[config.mk]
export PLATFORM = sky130hd
export DESIGN_NAME = alu_sequencer_flat
export DESIGN_NICKNAME = d
export VERILOG_FILES = /design/src/rtl/alu_seq_pkg.sv /design/src/rtl/alu_sequencer_if.sv /design/src/rtl/alu_seq_timer.sv /design/src/rtl/alu_sequencer.sv /design/src/flat_wrapper.sv
export SDC_FILE = /design/constraint.sdc
export NUM_CORES = 1
export LEC_CHECK = 0
export BUFFER_PORTS_ARGS = -buffer_cell sky130_fd_sc_hd__buf_2
export CAP_MARGIN = 0
export CORE_MARGIN = 5
export CORE_UTILIZATION = 50
export DETAILED_ROUTE_END_ITERATION = 8
export PLACE_DENSITY = 0.85
export SKIP_LAST_GASP = 1
export SLEW_MARGIN = 20
export SYNTH_ARGS = -nofsm -noshare
export SYNTH_HDL_FRONTEND = slang
export SYNTH_SLANG_ARGS = --single-unit
[constraint.sdc]
create_clock -name clock -period 4.1 [get_ports clock]
set_input_delay 0.41 -clock clock [delete_from_list [all_inputs] [get_ports clock]]
set_output_delay 0.41 -clock clock [all_outputs]
set_load 0.01 [all_outputs]
[src/rtl/alu_seq_pkg.sv]
// -----------------------------------------------------------------------------
// alu_seq_pkg
// Shared definitions for the ALU sequencer:
//   - opcode constants understood by the attached ALU
//   - FSM state encoding (plain 2-bit constants)
//   - debug status struct exported by the top level
//   - is_legal_op(): opcode legality check used at issue time
// -----------------------------------------------------------------------------
package alu_seq_pkg;

   // Native opcode width of the ALU command set.
   localparam int OPC_W = 4;

   // Opcodes accepted by the ALU. Every other encoding is rejected.
   localparam logic [OPC_W-1:0] OP_A    = 4'h0;  // pass A
   localparam logic [OPC_W-1:0] OP_B    = 4'h1;  // pass B
   localparam logic [OPC_W-1:0] OP_SUM  = 4'h2;  // A + B
   localparam logic [OPC_W-1:0] OP_SUB  = 4'h3;  // A - B
   localparam logic [OPC_W-1:0] OP_CMUL = 4'h4;  // complex multiply
   localparam logic [OPC_W-1:0] OP_RMUL = 4'h6;  // real multiply
   localparam logic [OPC_W-1:0] OP_EQ   = 4'h8;  // A == B
   localparam logic [OPC_W-1:0] OP_MODA = 4'h9;  // |A|
   localparam logic [OPC_W-1:0] OP_MODB = 4'hA;  // |B|

   // FSM state encoding. The fourth code (2'b11) is unreachable and
   // recovers to IDLE.
   localparam logic [1:0] ST_IDLE  = 2'b00;
   localparam logic [1:0] ST_WAIT  = 2'b01;
   localparam logic [1:0] ST_FLUSH = 2'b10;

   // Debug view of the sequencer: current state and whether the
   // timeout counter has reached its limit.
   typedef struct packed {
      logic [1:0] state;
      logic       expired;
   } seq_dbg_t;

   // Opcode legality. The argument is zero-extended from the port width,
   // so any set bit above the native 4-bit field makes the opcode illegal.
   function automatic logic is_legal_op(input logic [15:0] op);
      logic legal;
      legal = 1'b0;
      if (op[15:OPC_W] == '0) begin
         case (op[OPC_W-1:0])
            OP_A, OP_B, OP_SUM, OP_SUB, OP_CMUL,
            OP_RMUL, OP_EQ, OP_MODA, OP_MODB: legal = 1'b1;
            default:                          legal = 1'b0;
         endcase
      end
      return legal;
   endfunction

endpackage

[src/rtl/alu_sequencer_if.sv]
// -----------------------------------------------------------------------------
// alu_sequencer_if
// Connection between the sequencer (master) and the ALU (slave).
//
//   alu_go      master -> slave  one-cycle issue strobe
//   alu_op      master -> slave  opcode, stable from alu_go until completion
//   done        slave  -> master one-cycle completion strobe
//   alu_result  slave  -> master result, meaningful only while done = 1
//
// Handshake: the master raises alu_go for exactly one cycle per operation
// and holds alu_op stable afterwards. The slave answers with a single done
// pulse carrying alu_result in the same cycle. The master accepts done only
// while it is waiting for that operation; a done arriving at any other time
// (after an abort, a timeout or a reset) is dropped. There is no
// backpressure in either direction.
// -----------------------------------------------------------------------------
interface alu_sequencer_if #(
   parameter int DW  = 64,
   parameter int OPW = 4
);
   logic           alu_go;
   logic [OPW-1:0] alu_op;
   logic           done;
   logic [DW-1:0]  alu_result;

   modport master (
      output alu_go,
      output alu_op,
      input  done,
      input  alu_result
   );

   modport slave (
      input  alu_go,
      input  alu_op,
      output done,
      output alu_result
   );
endinterface

[src/rtl/alu_seq_timer.sv]
// -----------------------------------------------------------------------------
// alu_seq_timer
// Timeout limit register plus cycle counter for one outstanding operation.
//
//   clock     rising-edge clock
//   reset     asynchronous active-low reset (limit and count cleared)
//   load      capture limit_in and clear the count
//   limit_in  timeout limit sampled on load
//   enable    advance the count by one
//   expired   count equals the captured limit
//
// load has priority over enable. The count never passes the limit because
// the sequencer stops enabling it once expired is seen.
// -----------------------------------------------------------------------------
module alu_seq_timer #(
   parameter int TW = 8
) (
   input  logic          clock,
   input  logic          reset,
   input  logic          load,
   input  logic [TW-1:0] limit_in,
   input  logic          enable,
   output logic          expired
);

   logic [TW-1:0] limit_q;
   logic [TW-1:0] count_q;

   always_ff @(posedge clock or negedge reset) begin
      if (!reset) begin
         limit_q <= '0;
         count_q <= '0;
      end else if (load) begin
         limit_q <= limit_in;
         count_q <= '0;
      end else if (enable) begin
         count_q <= count_q + TW'(1);
      end
   end

   assign expired = (count_q == limit_q);

endmodule

[src/rtl/alu_sequencer.sv]
// -----------------------------------------------------------------------------
// alu_sequencer
// Issues one operation at a time to an ALU and waits for its completion,
// with abort and a per-operation timeout.
//
// Ports
//   clock      rising-edge clock
//   reset      asynchronous active-low reset
//   start      issue request, honoured only in IDLE
//   opr        requested opcode, sampled with start
//   maxcycles  timeout limit, sampled with start
//   abort      cancel the outstanding operation
//   alu        master side of alu_sequencer_if (alu_go/alu_op out,
//              done/alu_result in)
//   out        last successfully completed result
//   valid      one-cycle pulse when out has been updated
//   busy       registered (state != IDLE)
//   timeout    one-cycle pulse when an operation timed out
//   illegal    one-cycle pulse when start carried an illegal opcode
//   dbg        current state and timer expiry, for observation only
//
// FSM
//   IDLE  --start & legal-->  WAIT
//   WAIT  --abort--> IDLE, --done--> IDLE, --expired--> FLUSH, else count
//   FLUSH --------> IDLE  (one cycle; swallows a late done)
// All outputs come straight from flops; pulses are registered from the
// decision made in the previous cycle.
// -----------------------------------------------------------------------------
module alu_sequencer
   import alu_seq_pkg::*;
#(
   parameter int DW  = 64,
   parameter int OPW = 4,
   parameter int TW  = 8
) (
   input  logic           clock,
   input  logic           reset,
   input  logic           start,
   input  logic [OPW-1:0] opr,
   input  logic [TW-1:0]  maxcycles,
   input  logic           abort,
   alu_sequencer_if.master alu,
   output logic [DW-1:0]  out,
   output logic           valid,
   output logic           busy,
   output logic           timeout,
   output logic           illegal,
   output seq_dbg_t       dbg
);

   logic [1:0]     state;
   logic [1:0]     state_nxt;
   logic           go_q;
   logic [OPW-1:0] op_q;

   logic opr_legal;
   logic accept;       // start taken: enter WAIT
   logic reject;       // start refused: pulse illegal
   logic in_wait;
   logic take_done;    // completion accepted this cycle
   logic take_to;      // limit reached without completion
   logic timer_en;
   logic timer_expired;

   assign opr_legal = is_legal_op(16'(opr));
   assign accept    = (state == ST_IDLE) && start &&  opr_legal;
   assign reject    = (state == ST_IDLE) && start && !opr_legal;
   assign in_wait   = (state == ST_WAIT);

   // WAIT resolution order: abort, then done, then timeout, then count.
   assign take_done = in_wait && !abort &&  alu.done;
   assign take_to   = in_wait && !abort && !alu.done &&  timer_expired;
   assign timer_en  = in_wait && !abort && !alu.done && !timer_expired;

   alu_seq_timer #(
      .TW (TW)
   ) u_timer (
      .clock    (clock),
      .reset    (reset),
      .load     (accept),
      .limit_in (maxcycles),
      .enable   (timer_en),
      .expired  (timer_expired)
   );

   always_comb begin
      state_nxt = ST_IDLE;
      case (state)
         ST_IDLE: begin
            state_nxt = accept ? ST_WAIT : ST_IDLE;
         end
         ST_WAIT: begin
            if (abort || alu.done) begin
               state_nxt = ST_IDLE;
            end else if (timer_expired) begin
               state_nxt = ST_FLUSH;
            end else begin
               state_nxt = ST_WAIT;
            end
         end
         ST_FLUSH: begin
            state_nxt = ST_IDLE;
         end
         default: begin
            state_nxt = ST_IDLE;
         end
      endcase
   end

   always_ff @(posedge clock or negedge reset) begin
      if (!reset) begin
         state   <= ST_IDLE;
         go_q    <= 1'b0;
         op_q    <= '0;
         out     <= '0;
         valid   <= 1'b0;
         busy    <= 1'b0;
         timeout <= 1'b0;
         illegal <= 1'b0;
      end else begin
         state   <= state_nxt;
         // busy is computed from the next state so that it lines up
         // cycle-for-cycle with the registered state.
         busy    <= (state_nxt != ST_IDLE);
         go_q    <= accept;
         illegal <= reject;
         valid   <= take_done;
         timeout <= take_to;
         if (accept) begin
            op_q <= opr;
         end
         if (take_done) begin
            out <= alu.alu_result;
         end
      end
   end

   assign alu.alu_go  = go_q;
   assign alu.alu_op  = op_q;

   assign dbg.state   = state;
   assign dbg.expired = timer_expired;

endmodule

[src/flat_wrapper.sv]
// flat-port wrapper written by rule: the top's interface ports become plain ports
module alu_sequencer_flat import alu_seq_pkg::*;
#(
   parameter int DW  = 64,
   parameter int OPW = 4,
   parameter int TW  = 8
)
  (clock, reset, start, opr, maxcycles, abort, out, valid, busy, timeout, illegal, dbg, alu_alu_go, alu_alu_op, alu_done, alu_alu_result);
  alu_sequencer_if #(.DW(DW), .OPW(OPW)) alu_i ();
  input  logic clock;
  input  logic reset;
  input  logic start;
  input  logic [OPW-1:0] opr;
  input  logic [TW-1:0] maxcycles;
  input  logic abort;
  output logic [DW-1:0] out;
  output logic valid;
  output logic busy;
  output logic timeout;
  output logic illegal;
  output seq_dbg_t dbg;
  output wire logic [$bits(alu_i.alu_go)-1:0] alu_alu_go;
  output wire logic [$bits(alu_i.alu_op)-1:0] alu_alu_op;
  input wire logic [$bits(alu_i.done)-1:0] alu_done;
  input wire logic [$bits(alu_i.alu_result)-1:0] alu_alu_result;
  assign alu_alu_go = alu_i.alu_go;
  assign alu_alu_op = alu_i.alu_op;
  assign alu_i.done = alu_done;
  assign alu_i.alu_result = alu_alu_result;
  alu_sequencer #(.DW(DW), .OPW(OPW), .TW(TW)) u_core (.clock(clock), .reset(reset), .start(start), .opr(opr), .maxcycles(maxcycles), .abort(abort), .alu(alu_i), .out(out), .valid(valid), .busy(busy), .timeout(timeout), .illegal(illegal), .dbg(dbg));
endmodule
==> summary.txt <==
combinational share of power: 29.9%
DRC: 0
crit share post-route: 50.1%
initial antenna violation count: 0
Top FF cell, synth: dfrtp_1
CP bufs+invs: 1
IO Port Bufs: 156
overall routed net length: 8170 um
Power per Cell Area: 555 nW/um2
clk_lat worst skew: 0.36 ns
DP HPWL: 6110 um
syn nets: 318
Mean Syn Cell Area: 16.3 um2
Flop pwr share: 47.2%
Crit Path Category: reg2reg
outcome: finished, final reports clean
CP top delay family: simple AND/OR/NAND/NOR gates
post-synthesis async set-or-reset flop share: 100%
clk slew on worst S/H paths: 0.09 ns
Max stage delay cell, worst path: and4bb_4
Die ar.: 9530 um2
sw frac: 29.6%
clock power share: 22.9%
Cell Rows: 32
Hold-fix buffers, CTS: 0
Final Hold Viols: 0
count leader, synth: dfrtp_1
n_diodes: 0
Slew HR: 54.2%
total grt overflow: 0
Post-synth EDFFs: 0
first-pass GRT wire length: 13300 um
hold crit path type: in2async
die width: 97.6 um
Post-synth top cells: dfrtp_1, mux2_4, mux2_2
cts bufs inserted: 9
Layout Nets: 478
setup ws final: 2.05 ns
Yosys top cell by area: dfrtp_1
crit-path cells: and4bb_4 > buf_4 > mux2_4
maximum root-to-sink buffer count: 2
worst-path maximum fanout: 29
synthesized instance count: 236
Final Wtd Congestion: 0.762
vias in the first global route: 2667
die height: 97.6 um
clk sink count: 91
Via density: 4.94
total of max-cap violations: 0
Unique masters post-synth: 28
Seq/Total Area, Yosys: 59.3%
Internal: 1.91 mW
Area Growth Syn to Fin: 27.5%
synthesized flop and latch total: 91
gr usage total: 17.5%
Worst EP arrival: 2.29 ns
fin. max-slew vios: 0
post-CTS resize count: 0
Synth Cell Area: 3840 um2
Net Switching: 803 uW
Root Driver: clkbuf_8
critical path required time: 4.34 ns
share of layout cells above drive strength 1: 61.3%
DR iter-0 viols: 45
Crit path largest cell delay: 0.71 ns
Synth top area share: 59.3%
core area: 7610 um2
WL per Instance: 16.2 um
clock skew after layout: 0.0108 ns
Initial Utilization: 50.5%
Syn. warnings: 0
Pre-Repair DR Iteration Count: 4
CP Capture Type: flop
CTS tree: yes
vias: 2485
RSZ-0062 raised after global routing: false
Leak: 2.50 nW
largest net degree at the start of global routing: 57
Ports: 157
pre-CTS setup slack: 1.96 ns
critical path startpoint category: flop
Worst Max-Slew Pin Slew: 0.687 ns
htree depth: 3
Fmax achieved: 0.487 GHz
TNS Setup: 0 ns
Tmin final: 2.05 ns
Final Setup Violations: 0
top post-synthesis cells by area: dfrtp_1, mux2_4, mux2_2, mux2_1, mux2i_1
antenna viol nets, final: 0
number of post-CTS setup repair buffers: 0
peak supply drop: 0.000237 V
[final timing paths]
check / startpoint / slack (ns) / end / cells after the start
max: u_core.state[1] / 2.05 / u_core.out[63] / 3
min: reset / 0.09 / u_core.u_timer.limit_q[7] / 1
max reg2reg: u_core.state[1] / 2.05 / u_core.out[63] / 3
min reg2reg: u_core.alu.alu_op[3] / 0.50 / u_core.alu.alu_op[3] / 1
max in group asynchronous: reset / 3.09 / u_core.out[56] / 2
min in group clock: maxcycles[6] / 0.27 / u_core.u_timer.limit_q[6] / 2
[cell type report]
cell class                      count  area (um2)
Tap cell                          102         128
Multi-Input combinational cell    133        1470
Clock buffer                       10         138
Clock inverter                      6        71.3
Inverter                            2        7.51
Fill cell                         614        2710
Sequential cell                    91        2280
Timing Repair Buffer              159         806
[state kept, by name (all words and copies together), names as in the netlist]
name	cells
u_core.alu.alu_go	1
u_core.alu.alu_op	4
u_core.busy	1
u_core.illegal	1
u_core.out	64
u_core.state	2
u_core.timeout	1
u_core.u_timer.count_q	8
u_core.u_timer.limit_q	8
u_core.valid	1
[layer usage]
metal / part of all wire [%] / track usage [%]
met1: 41 / 20.7
met2: 51 / 30.2
met3: 6.7 / 5.89
met4: 1.6 / 5.43
met5: 0 / 0
[kinds of logic (layout without fill, tap and decap cells)]
logic type                 count (synthesis)  count (layout)  synth area share, %
and+or+nand+nor                           31              31                 5.44
DFF                                       91              91                 59.3
AOI/OAI and AO/OA                          9               9                 1.37
xor gates and xnor gates                   8               8                 1.83
muxes                                     84              84                 29.2
adders and majority gates                  1               1                0.326
buffers and inverters                     12             177                 2.54
[cells in the final DEF (no fill, tap or decap)]
cell | Yosys | routed
mux2_1 | 10 | 10
nand3_2 | 1 | 1
bufinv_16 | 0 | 1
mux2_4 | 49 | 49
nor2_1 | 1 | 1
o21ai_0 | 1 | 1
ha_1 | 1 | 1
or2_2 | 1 | 1
inv_6 | 0 | 2
xnor2_1 | 8 | 8
o21ai_1 | 2 | 2
mux2_2 | 17 | 17
a21boi_0 | 1 | 1
nand3_1 | 1 | 1
mux2i_1 | 8 | 8
dfrtp_1 | 91 | 91
buf_4 | 1 | 4
buf_2 | 3 | 155
clkinv_4 | 0 | 1
nor4b_4 | 1 | 1
and4bb_4 | 0 | 1
nand2b_1 | 3 | 3
nand2_1 | 9 | 9
and3_1 | 4 | 4
clkbuf_8 | 0 | 10
nand4_1 | 5 | 5
and4_1 | 3 | 3
a21oi_1 | 3 | 3
clkinvlp_4 | 0 | 2
nor3b_2 | 1 | 1
inv_1 | 2 | 2
o211ai_1 | 2 | 2
[power by group through the flow]
stage | registers (mW) | logic (mW) | clock network, mW
6_report | 1.28 | 0.811 | 0.623
5_1_grt | 1.31 | 0.874 | 0.685
4_1_cts | 1.28 | 0.826 | 0.641
3_5_place_dp | 1.30 | 0.824 | 0
3_3_place_gp | 1.29 | 0.794 | 0
2_1_floorplan | 1.39 | 0.365 | 0
[metrics by stage]
stage | power (mW) | cell area (um2) | hold slack [ns] | utilization [%] | instances
after floorplan | 1.76 | 3840 | 0.114 | - | 236
after global placement | 2.08 | 4690 | 0.471 | 61.6 | 487
after detailed placement | 2.12 | 4690 | 0.480 | 61.6 | 487
after CTS | 2.75 | 4890 | 0.114 | 64.3 | 503
after global routing | 2.87 | 4890 | 0.134 | 64.3 | 503
final | 2.71 | 4890 | 0.0861 | 64.3 | 503
No activity file was read; power rests on OpenSTA's default activity.
